[src/rtl/instr_fetch_pkg.sv]
// Shared types and constants for the instruction fetch unit.
package instr_fetch_pkg;

   localparam int          PC_W    = 32;
   localparam int          INSTR_W = 32;
   localparam int          ENTRY_W = PC_W + INSTR_W;
   localparam logic [31:0] RV32I_NOP = 32'h0000_0013;

   typedef enum logic {
      RUN   = 1'b0,
      FAULT = 1'b1
   } fetch_state_t;

   typedef struct packed {
      logic [PC_W-1:0]    pc;
      logic [INSTR_W-1:0] instr;
   } fetch_entry_t;

endpackage

[src/rtl/instr_fifo.sv]
// Synchronous FIFO of {pc, instruction} entries; flush clears it in one cycle.
module instr_fifo
   import instr_fetch_pkg::*;
#(
   parameter int DEPTH = 2
) (
   input  logic                        clk,
   input  logic                        rst_n,
   input  logic                        flush,
   input  logic                        push,
   input  logic                        pop,
   input  logic [ENTRY_W-1:0]          wdata,
   output logic [ENTRY_W-1:0]          rdata,
   output logic                        full,
   output logic                        empty,
   output logic [$clog2(DEPTH):0]      count
);

   localparam int AW = $clog2(DEPTH);

   fetch_entry_t   mem [DEPTH];
   logic [AW-1:0]  wr_ptr, rd_ptr;
   logic           wr_en, rd_en;

   assign full  = (count == (AW+1)'(DEPTH));
   assign empty = (count == '0);
   // A full FIFO still accepts a push when the head leaves in the same cycle.
   assign wr_en = push && (!full || pop);
   assign rd_en = pop && !empty;
   assign rdata = mem[rd_ptr];

   always_ff @(posedge clk) begin
      if (wr_en) mem[wr_ptr] <= fetch_entry_t'(wdata);
   end

   always_ff @(posedge clk or negedge rst_n) begin
      if (!rst_n) begin
         wr_ptr <= '0;
         rd_ptr <= '0;
         count  <= '0;
      end else if (flush) begin
         wr_ptr <= '0;
         rd_ptr <= '0;
         count  <= '0;
      end else begin
         if (wr_en) wr_ptr <= wr_ptr + 1'b1;
         if (rd_en) rd_ptr <= rd_ptr + 1'b1;
         case ({wr_en, rd_en})
            2'b10:   count <= count + 1'b1;
            2'b01:   count <= count - 1'b1;
            default: ;
         endcase
      end
   end

endmodule

[src/rtl/instr_fetch.sv]
// RV32I instruction fetch: issues word fetches, buffers responses, handles redirects.
// Define FETCH_MISALIGN_CHECK_EN to trap misaligned redirect targets into FAULT.
module instr_fetch
   import instr_fetch_pkg::*;
#(
   parameter logic [31:0] RESET_PC   = 32'h0000_0000,
   parameter int          FIFO_DEPTH = 2
) (
   input  logic        clk,
   input  logic        rst_n,
   output logic        imem_req_valid,
   input  logic        imem_req_ready,
   output logic [31:0] imem_req_addr,
   input  logic        imem_rsp_valid,
   input  logic [31:0] imem_rsp_data,
   output logic        instr_valid,
   input  logic        instr_ready,
   output logic [31:0] instruction,
   output logic [31:0] instr_pc,
   input  logic        redirect_valid,
   input  logic [31:0] redirect_pc,
   output logic        fetch_fault
);

   localparam int CW = $clog2(FIFO_DEPTH) + 1;

   fetch_state_t     state_q, state_d;
   logic [PC_W-1:0]  pc_q, rsp_pc_q, tgt_pc;
   logic [CW-1:0]    out_q, out_d, disc_q, fifo_count;
   logic [CW:0]      inflight;
   logic             tgt_fault, req_fire, rsp_any, push, pop;
   logic             fifo_full, fifo_empty;
   logic [ENTRY_W-1:0] head_raw;
   fetch_entry_t     head;

`ifdef FETCH_MISALIGN_CHECK_EN
   assign tgt_fault   = (redirect_pc[1:0] != 2'b00);
   assign tgt_pc      = redirect_pc;
   assign fetch_fault = (state_q == FAULT);
`else
   assign tgt_fault   = 1'b0;
   assign tgt_pc      = redirect_pc & 32'hFFFF_FFFC;
   assign fetch_fault = 1'b0;
`endif

   // Buffered plus in-flight never exceeds the FIFO, so responses always land.
   assign inflight       = {1'b0, fifo_count} + {1'b0, out_q};
   assign imem_req_valid = rst_n && (state_q == RUN) && !fifo_full
                           && (inflight < (CW+1)'(FIFO_DEPTH));
   assign imem_req_addr  = pc_q;
   assign req_fire       = imem_req_valid && imem_req_ready;

   // A response with nothing outstanding belongs to a pre-reset request.
   assign rsp_any = imem_rsp_valid && (out_q != '0);
   assign push    = rsp_any && (disc_q == '0) && !redirect_valid;

   assign head        = fetch_entry_t'(head_raw);
   assign instr_valid = (state_q == RUN) && !fifo_empty;
   assign pop         = instr_valid && instr_ready && !redirect_valid;
   assign instruction = instr_valid ? head.instr : '0;
   assign instr_pc    = instr_valid ? head.pc : '0;

   always_comb begin
      out_d = out_q;
      case ({req_fire, rsp_any})
         2'b10:   out_d = out_q + 1'b1;
         2'b01:   out_d = out_q - 1'b1;
         default: ;
      endcase
   end

   always_comb begin
      state_d = state_q;
      if (redirect_valid) state_d = tgt_fault ? FAULT : RUN;
   end

   always_ff @(posedge clk or negedge rst_n) begin
      if (!rst_n) begin
         state_q  <= RUN;
         pc_q     <= RESET_PC;
         rsp_pc_q <= RESET_PC;
         out_q    <= '0;
         disc_q   <= '0;
      end else begin
         state_q <= state_d;
         out_q   <= out_d;
         if (redirect_valid) begin
            // Everything still in flight, including this cycle's accept, is stale.
            pc_q     <= tgt_pc;
            rsp_pc_q <= tgt_pc;
            disc_q   <= out_d;
         end else begin
            if (req_fire) pc_q <= pc_q + 32'd4;
            if (push) rsp_pc_q <= rsp_pc_q + 32'd4;
            if (rsp_any && (disc_q != '0)) disc_q <= disc_q - 1'b1;
         end
      end
   end

   instr_fifo #(.DEPTH(FIFO_DEPTH)) u_fifo (
      .clk   (clk),
      .rst_n (rst_n),
      .flush (redirect_valid),
      .push  (push),
      .pop   (pop),
      .wdata ({rsp_pc_q, imem_rsp_data}),
      .rdata (head_raw),
      .full  (fifo_full),
      .empty (fifo_empty),
      .count (fifo_count)
   );

endmodule

[config.mk]
export PLATFORM = sky130hd
export DESIGN_NAME = instr_fetch
export DESIGN_NICKNAME = d
export VERILOG_FILES = /design/src/rtl/instr_fetch_pkg.sv /design/src/rtl/instr_fifo.sv /design/src/rtl/instr_fetch.sv
export SDC_FILE = /design/constraint.sdc
export NUM_CORES = 1
export LEC_CHECK = 0
export CAP_MARGIN = 20
export CORE_MARGIN = 2
export CORE_UTILIZATION = 47
export DETAILED_ROUTE_END_ITERATION = 10
export PLACE_DENSITY = 0.77
export SYNTH_ARGS = -nofsm -noshare
export SYNTH_HDL_FRONTEND = slang
export SYNTH_SLANG_ARGS = --single-unit
[constraint.sdc]
create_clock -name clk -period 5.8 [get_ports clk]
set_clock_uncertainty 0.05 [all_clocks]
set_input_delay 1.16 -clock clk [delete_from_list [all_inputs] [get_ports clk]]
set_output_delay 1.16 -clock clk [all_outputs]
set_load 0.02 [all_outputs]
==> flow_summary_export.csv, run 1 <==
group,metric,value,unit
critical_path,crit_family,"buffers and inverters",
floorplanning,die_h,140,um
cts,clockBufferDepth,2,
critical_path,slowest_delay,0.89,ns
synthesis,synth-edff-count,124,
detailed_routing,dr.first_iter.drc_count,327,
sta,layout_min_cycle_time,3.92,ns
finish,nets,898,
detailed_routing,route.detailed.drc,0,
sta,rsz0062_at_grt,"no",
cts,cts_max_level,4,
critical_path,cp_max_fo,41,
sta,hold_viol_final,0,
critical_path,r2r-start,"disc_q[0]",
finish,antenna_cells,0,
cts,post_cts_buffers,0,
placement,hpwlAfterDp,12400,um
min_path,hold_class,"reg2reg",
detailed_routing,viasPerCell,5.33,
global_routing,antenna_found_initial,0,
synthesis,synth_top_cell_area_share,0.431,
critical_path,crit_chain,"buf_4 > mux2i_1 > nor2_1 > clkdlybuf4s50_1",
global_routing,grt_max_degree,69,
cts,cts_sinks,192,
critical_path,crit_type,"reg2out",
critical_path,arrival,2.71,ns
cts,cts-root-buf,"clkbuf_16",
synthesis,synthesis.area,8630,um2
synthesis,synth_cells,664,
sta,tightest_slew,0.875,ns
cts,insertion_delay,0.42,ns
synthesis,yosysTopAreaCell,"edfxtp_1",
finish,syn2layout_area_growth,27.3,%
sta,finalCritPeriodShare,0.675,
critical_path,required,4.59,ns
min_path,min_from,"rsp_pc_q[31]",
finish,final-seq-area,5430,um2
synthesis,ys_top_cells_by_area,"edfxtp_1 43%, dfrtp_1 20%, mux2i_1 7.4%",
finish,multi_input_area,3030,um2
detailed_routing,wl_per_cell,17.2,um
synthesis,synth_common_cells,"124 x edfxtp_1, 92 x nor2_1, 68 x dfrtp_1",
job,cap_viol_max_count,0,
floorplanning,rows,49,
status,status,"complete, no violations",
power_and_ir_drop,p_leak,3.76,nW
critical_path,critPathLaunchType,"flip-flop",
global_routing,grt_pass1_vias,5694,
power_and_ir_drop,ir_drop,228,uV
floorplanning,ios,169,
cts,cts.clk_slew.worst_paths,0.06,ns
critical_path,crit_path_start,"u_fifo.rd_ptr",
placement,numPortBuffers,161,
detailed_routing,vias,5672,
cts,cts_resized,0,
global_routing,grt_pass1_wl,29600,um
critical_path,path_buf_inv,2,
sta,timing.hold.ws,0.470,ns
sta,finalSetupViolations,0,
floorplanning,start_util,0.479,
finish,drive_gt1_frac,0.0933,
synthesis,yosysMostFrequentCell,"edfxtp_1",
sta,fin_setup_tns,0,ns
synthesis,ys.flop_type,"edfxtp_1",
synthesis,ys_seq_area_frac,0.628,
detailed_routing,antenna_left,0,
power_and_ir_drop,power_density,329,nW/um2
finish,n_fill_cell,1435,
critical_path,slowest_stage,"dfrtp_4",
global_routing,overflow,0,
synthesis,yosys_warnings,0,
floorplanning,fp.dieW,140,um
cts,cts_buffers,17,
sta,slew_headroom,0.417,
sta,max_clock_freq,255,MHz
global_routing,grt_usage,0.193,
synthesis,ys_seq_elements,192,
floorplanning,core,18000,um2
detailed_routing,wl,18300,um
critical_path,crit_path_end_kind,"output pin",
cts,tritoncts,"yes",
cts,cts_hold_buffers,0,
sta,slew_violations,0,
synthesis,async_flop_share,0.354,
finish,utilization,0.610,
synthesis,ys_types,56,
placement,gp_congestion,0.828,
floorplanning,dieArea,19500,um2
synthesis,post_synth.cell_area_avg,13.0,um2
detailed_routing,first_pass_iters,5,
-- worst register-to-register path, cell delays in order (launching register included) --
cell and delay, ns:
dfrtp_1 0.39, inv_1 0.06, ha_1 0.19, o211a_1 0.40
o21ai_0 0.38, nor3b_4 0.26, buf_4 0.66
-- power breakdown --
| group | internal [mW] | leakage (nW) | switching [mW] |
|---|---|---|---|
| clock | 0.601 | 0.254 | 0.477 |
| sequential | 1.61 | 1.90 | 0.132 |
| combinational | 0.370 | 1.60 | 0.426 |
| total | 2.58 | 3.76 | 1.03 |
-- area by class of cell --
type / count / share of cell area
clock buffer: 22 / 0.0413
clock inverter: 10 / 0.00831
inverter: 12 / 0.00410
multi-input combinational: 432 / 0.276
sequential: 192 / 0.494
tap: 229 / 0.0261
timing repair buffer: 168 / 0.151
-- logic make-up after synthesis --
| logic type | after synthesis | share of synthesized area |
|---|---|---|
| xor gates and xnor gates | 54 | 0.0548 |
| DFF | 192 | 0.628 |
| adders and majority gates | 5 | 0.00812 |
| other | 1 | 0.000434 |
| AOI/OAI and AO/OA | 58 | 0.0433 |
| buffers and inverters | 44 | 0.0261 |
| muxes | 83 | 0.0990 |
| and+or+nand+nor | 227 | 0.140 |
-- worst paths after layout --
| path | endpoint | slack [ns] | cells after the start |
|---|---|---|---|
| hold / removal | u_fifo.mem[0][63] | 0.47 | 0 |
| setup / recovery | instruction[13] | 1.88 | 4 |
| setup reg to reg | u_fifo.mem[1][52] | 2.97 | 6 |
| min in group asynchronous | rsp_pc_q[2] | 0.99 | 2 |
| hold reg to reg | u_fifo.mem[0][63] | 0.47 | 0 |
| max in group asynchronous | u_fifo.rd_ptr | 4.07 | 2 |
-- sequential cells by signal, summed over array words and instances (netlist names) --
signal,flops
rsp_pc_q,30
disc_q,2
u_fifo.wr_ptr,1
imem_req_addr,30
u_fifo.rd_ptr,1
out_q,2
u_fifo.count,2
u_fifo.mem,124
-- cell usage in the layout (no fill, tap or decap), types with 5 or more instances in the layout --
| cell | count |
|---|---|
| nand4_1 | 20 |
| and3_1 | 8 |
| a31oi_1 | 7 |
| or3_1 | 5 |
| o21ai_0 | 9 |
| a21boi_0 | 8 |
| xor2_1 | 18 |
| a211oi_1 | 5 |
| nand3_1 | 21 |
| and2_1 | 5 |
| edfxtp_1 | 124 |
| nor3_1 | 9 |
| mux2_2 | 19 |
| conb_1 | 5 |
| nand2b_1 | 8 |
| nor2_1 | 91 |
| clkbuf_16 | 17 |
| buf_4 | 7 |
| xnor2_1 | 36 |
| clkdlybuf4s50_1 | 160 |
| nand2_1 | 26 |
| inv_1 | 11 |
| mux2i_1 | 64 |
| dfrtp_1 | 67 |
| a21oi_1 | 16 |
-- stage by stage --
stage	instance area [um2]	total power [mW]	cells	worst slack, ns
floorplan	8660	2.22	668	1.08
global placement	10400	2.55	1033	1.96
detailed placement	10400	2.57	1033	1.93
CTS	11000	3.64	1065	1.81
global route	11000	3.78	1065	1.70
finish	11000	3.62	1065	1.88
-- metal layers --
layer,vias up,part of all wire,track usage
li1,2727,-,-
met1,2733,0.46,0.271
met2,184,0.46,0.300
met3,28,0.060,0.0430
met4,0,0.019,0.0647
met5,-,0,0
Note: power is estimated with default switching activity, not from simulation.
==> run 2: changes to the inputs <==
==> constraint.sdc (replaced) <==
create_clock -name clk -period 3.6 [get_ports clk]
set_clock_uncertainty 0.05 [all_clocks]
set_input_delay 0.72 -clock clk [delete_from_list [all_inputs] [get_ports clk]]
set_output_delay 0.72 -clock clk [all_outputs]
set_load 0.02 [all_outputs]
==> run 2 against run 1 <==
- highest routed layer unchanged
- critical path depth is 1 higher
- non-clock buffer count is 7 higher
- register-to-register slack worse by 2.1 ns
- global-route usage is 0.30 points higher
- final area is 1.6% higher
- die area stayed put
- via count is 2.6% higher
- wire length is 2.4% higher
==> flow_summary_export.csv, run 2 (synthesized netlist as in run 1, its figures left out) <==
group,metric,value,unit
detailed_routing,viasPerCell,5.43,
power_and_ir_drop,power.clock.fraction,0.315,
global_routing,grt_pass1_vias,5811,
cts,cts_sinks,192,
floorplanning,start_util,0.479,
sta,finalCritPeriodShare,0.932,
sta,fin_setup_tns,0,ns
sta,hold_viol_final,0,
finish,drive_gt1_frac,0.102,
cts,cts_max_level,4,
sta,max_clock_freq,298,MHz
critical_path,slowest_delay,0.61,ns
cts,cts.clk_slew.worst_paths,0.07,ns
cts,cts_buffers,17,
finish,final_cells,1072,
placement,numPortBuffers,161,
global_routing,overflow,0,
detailed_routing,antenna_left,0,
power_and_ir_drop,swShare,0.285,
placement,hpwlAfterDp,12600,um
placement,gp_congestion,0.815,
detailed_routing,first_pass_iters,4,
detailed_routing,vias,5817,
power_and_ir_drop,power_density,540,nW/um2
global_routing,antenna_found_initial,0,
sta,layout_min_cycle_time,3.36,ns
sta,finalSetupViolations,0,
cts,cts_resized,0,
critical_path,crit_type,"reg2out",
detailed_routing,wl,18800,um
global_routing,grt_usage,0.196,
power_and_ir_drop,p_leak,3.85,nW
placement,place_inst,1040,
floorplanning,fp.dieW,140,um
cts,tritoncts,"yes",
cts,post_cts_buffers,0,
sta,slew_headroom,0.430,
finish,largest_register_ffs,124,
finish,syn2layout_area_growth,29.4,%
cts,clockBufferDepth,2,
status,status,"complete, no violations",
detailed_routing,wl_per_cell,17.5,um
cts,cts_hold_buffers,0,
sta,tightest_slew,0.846,ns
floorplanning,dieArea,19500,um2
critical_path,slowest_stage,"clkdlybuf4s50_1",
min_path,hold_class,"in2async",
critical_path,cp_max_fo,7,
critical_path,arrival,2.59,ns
power_and_ir_drop,switchingPower,1.72,mW
global_routing,grt_max_degree,65,
power_and_ir_drop,internal_power,4.31,mW
floorplanning,core,18000,um2
detailed_routing,dr.first_iter.drc_count,386,
detailed_routing,route.detailed.drc,0,
floorplanning,rows,49,
finish,regMostFlops,"u_fifo.mem",
power_and_ir_drop,ir_drop,353,uV
sta,slew_violations,0,
critical_path,crit_path_end_kind,"output pin",
critical_path,required,2.83,ns
finish,antenna_cells,0,
floorplanning,ios,169,
finish,nets,905,
power_and_ir_drop,combinationalPowerShare,0.221,
global_routing,grt_pass1_wl,30200,um
finish,final_cell_mix,"160 x clkdlybuf4s50_1, 124 x edfxtp_1, 91 x nor2_1",
sta,rsz0062_at_grt,"no",
critical_path,critPathLaunchType,"flip-flop",
critical_path,crit_chain,"and2_1 > fa_1 > nor3b_1 > and2_1 > clkdlybuf4s50_1",
finish,final_common_cell,"clkdlybuf4s50_1",
cts,cts-root-buf,"clkbuf_16",
job,cap_viol_max_count,0,
floorplanning,die_h,140,um
power_and_ir_drop,pwr-share-seq,0.464,
critical_path,crit_top_cell,"and2_1",
cts,insertion_delay,0.43,ns
## run 2: cell types whose count changed in the layout (fill, tap and decap cells not counted), sizes merged
cell      delta
bufinv       +2
clkinv       +3
inv          +2
clkbuf       -4
clkinvlp     -3
buf          +7
## run 2: worst paths after layout
check                                          to       startpoint  cells past startpoint  slack [ns]
min in group clk                u_fifo.mem[1][38]      rsp_pc_q[6]                      0        0.47
worst max-delay path               imem_req_valid  u_fifo.count[0]                      5        0.24
worst min-delay path                  rsp_pc_q[2]            rst_n                      1        0.12
worst max register to register  imem_req_addr[24]  u_fifo.count[0]                      7        0.84
max in group asynchronous           u_fifo.rd_ptr            rst_n                      2        2.21
worst min register to register  u_fifo.mem[1][38]      rsp_pc_q[6]                      0        0.47
## run 2: stage by stage
step	hold slack (ns)	worst slack, ns	cell area [um2]	utilization	power (mW)
final	0.119	0.244	11200	0.620	6.03
after global routing	0.116	0.0916	11200	0.620	6.28
after detailed placement	0.460	0.658	10600	0.587	4.18
after floorplan	0.374	0.103	8670	-	3.59
after global placement	0.449	0.710	10600	0.587	4.14
after CTS	0.109	0.190	11200	0.620	6.07
## run 2: per-layer routing
metal  vias to the layer above  wire length, um  track usage
met5                         -                0            0
met4                         0              367       0.0658
met3                        25              935       0.0354
met2                       200             9000        0.313
met1                      2855             8460        0.272
li1                       2737                -            -
## run 2: power groups by stage
| stage | combinational [mW] | sequential (mW) | clock [mW] |
|---|---|---|---|
| global route | 1.45 | 2.82 | 2.01 |
| global placement | 1.32 | 2.82 | 0 |
| CTS | 1.35 | 2.79 | 1.93 |
| finish | 1.33 | 2.79 | 1.90 |
| detailed placement | 1.34 | 2.84 | 0 |
| floorplan | 0.772 | 2.82 | 0 |
## run 2: area by class of cell
| type | count | area (um2) |
|---|---|---|
| clock inverters | 14 | 165 |
| multi-input cells | 432 | 3030 |
| inverters | 12 | 45.0 |
| flip-flops and latches | 192 | 5430 |
| clock buffers | 18 | 429 |
| fillers | 1386 | 6850 |
| well taps | 229 | 287 |
| repair buffers | 175 | 1790 |
## run 2: critical path, delay by kind of cell, from the launching register on
| family | cells | cell delay, ns |
|---|---|---|
| flops | 1 | 0.47 |
| fa+ha+maj | 1 | 0.46 |
| simple gates | 3 | 0.62 |
| buf+inv | 1 | 0.61 |
==> run 3: changes to the inputs <==
--- a/config.mk
+++ b/config.mk
@@ -6,7 +6,7 @@
 export NUM_CORES = 1
 export LEC_CHECK = 0
 export CAP_MARGIN = 20
-export CORE_MARGIN = 2
+export CORE_MARGIN = 4
 export CORE_UTILIZATION = 47
 export DETAILED_ROUTE_END_ITERATION = 10
 export PLACE_DENSITY = 0.77
==> run 3 against run 2 <==
- fmax is 0.28% higher
- via count fell by 3.0%
- critical path depth did not move
- sequential share of layout area is 0.054 points higher
- combinational power about the same
- wire length fell by 1.5%
- power decreased by 1.1%
==> flow_summary_export.csv, run 3 (synthesized netlist as in run 1, its figures left out) <==
group,metric,value,unit
status,status,"complete, no violations",
sta,slew_violations,0,
sta,layout_setup_ws,0.254,ns
cts,clockBufferDepth,2,
critical_path,crit_type,"reg2out",
global_routing,grt_pass1_vias,5530,
floorplanning,rows,49,
sta,hold_viol_final,0,
detailed_routing,antenna_left,0,
power_and_ir_drop,combinationalPowerShare,0.223,
global_routing,grt_usage,0.183,
floorplanning,core,18000,um2
detailed_routing,wl_per_cell,17.2,um
finish,design_area,11200,um2
global_routing,grt_pass1_wl,29300,um
cts,post_cts_buffers,0,
critical_path,rrSetupSlack,0.91,ns
sta,max_clock_freq,299,MHz
finish,final_common_cell,"clkdlybuf4s50_1",
floorplanning,fp.dieW,144,um
placement,place_ws,0.564,ns
critical_path,slowest_stage,"clkdlybuf4s50_1",
sta,tightest_slew,0.881,ns
global_routing,grt_max_degree,69,
floorplanning,dieArea,20600,um2
cts,cts_max_level,4,
power_and_ir_drop,pwr-share-seq,0.468,
power_and_ir_drop,power_density,534,nW/um2
placement,gp_congestion,0.808,
critical_path,r2r-end,"imem_req_addr[20]",
detailed_routing,route.detailed.drc,0,
detailed_routing,vias,5643,
finish,drive_gt1_frac,0.103,
critical_path,arrival,2.58,ns
critical_path,crit_chain,"and2_1 > fa_1 > nor3b_1 > and2_1 > clkdlybuf4s50_1",
finish,final_cell_mix,"160 x clkdlybuf4s50_1, 124 x edfxtp_1, 91 x nor2_1",
power_and_ir_drop,swShare,0.285,
finish,n_fill_cell,1437,
critical_path,cp-endpoint,"imem_req_valid",
power_and_ir_drop,ir_drop,385,uV
critical_path,r2r-start,"u_fifo.count[0]",
floorplanning,die_h,144,um
finish,largest_register_ffs,124,
critical_path,crit_family,"simple AND/OR/NAND/NOR gates",
finish,regMostFlops,"u_fifo.mem",
cts,cts_buffers,17,
power_and_ir_drop,internal_power,4.26,mW
power_and_ir_drop,p_leak,3.83,nW
critical_path,crit_path_end_kind,"output pin",
critical_path,path_depth,5,
critical_path,path_buf_inv,1,
placement,hpwlAfterDp,12900,um
cts,cts.clk_slew.worst_paths,0.06,ns
placement,place_area,10600,um2
placement,place_inst,1040,
sta,finalCritPeriodShare,0.930,
finish,multi_input_area,3030,um2
finish,final-seq-area,5430,um2
finish,final_cells,1072,
critical_path,slowest_delay,0.61,ns
job,cap_viol_max_count,0,
detailed_routing,dr.first_iter.drc_count,283,
sta,rsz0062_at_grt,"no",
cts,cts-root-buf,"clkbuf_16",
cts,tritoncts,"yes",
finish,nets,905,
sta,finalSetupViolations,0,
cts,cts_sinks,192,
critical_path,crit_path_start,"u_fifo.count[0]",
min_path,hold_class,"reg2reg",
floorplanning,ios,169,
sta,slew_headroom,0.413,
power_and_ir_drop,power.clock.fraction,0.308,
critical_path,critPathLaunchType,"flip-flop",
critical_path,cp_max_fo,7,
detailed_routing,viasPerCell,5.26,
cts,insertion_delay,0.42,ns
sta,fin_setup_tns,0,ns
placement,numPortBuffers,161,
cts,cts_hold_buffers,0,
critical_path,crit_top_cell,"and2_1",
detailed_routing,first_pass_iters,6,
critical_path,rr_worst_depth,7,
finish,antenna_cells,0,
detailed_routing,wl,18500,um
finish,syn2layout_area_growth,29.2,%
power_and_ir_drop,switchingPower,1.70,mW
floorplanning,start_util,0.479,
power_and_ir_drop,finalPower,5.96,mW
sta,layout_min_cycle_time,3.35,ns
cts,cts_resized,0,
global_routing,overflow,0,
critical_path,required,2.83,ns
global_routing,antenna_found_initial,0,
[run 3: cell type report]
type,count,share of cell area
Timing Repair Buffer,175,0.160
Sequential cell,192,0.487
Clock inverter,12,0.0121
Multi-Input combinational cell,432,0.271
Inverter,12,0.00404
Clock buffer,20,0.0400
Tap cell,229,0.0257
[run 3: power groups by stage]
stage | Sequential [mW] | Clock, mW | Combinational [mW]
floorplan | 2.82 | 0 | 0.772
global placement | 2.82 | 0 | 1.32
detailed placement | 2.83 | 0 | 1.34
CTS | 2.79 | 1.88 | 1.35
global route | 2.82 | 1.99 | 1.45
finish | 2.79 | 1.84 | 1.33
[run 3: worst min path at each step]
stage / to / from / depth (start not counted)
after detailed placement: u_fifo.mem[0][63] / rsp_pc_q[31] / 0
after CTS: u_fifo.mem[0][63] / rsp_pc_q[31] / 0
after global placement: u_fifo.mem[1][63] / rsp_pc_q[31] / 0
final: u_fifo.mem[0][63] / rsp_pc_q[31] / 0
after floorplan: disc_q[0] / rst_n / 0
after global routing: u_fifo.mem[0][63] / rsp_pc_q[31] / 0
[run 3: metrics by stage]
step / utilization / hold slack, ns
after detailed placement: 0.587 / 0.448
after global routing: 0.619 / 0.479
final: 0.619 / 0.459
after floorplan: - / 0.374
after global placement: 0.587 / 0.426
after CTS: 0.619 / 0.456
[run 3: layer usage]
metal	vias to the layer above	track usage	share of wire
li1	2743	-	-
met1	2735	0.261	0.46
met2	155	0.288	0.47
met3	10	0.0396	0.055
met4	0	0.0461	0.011
met5	-	0	0
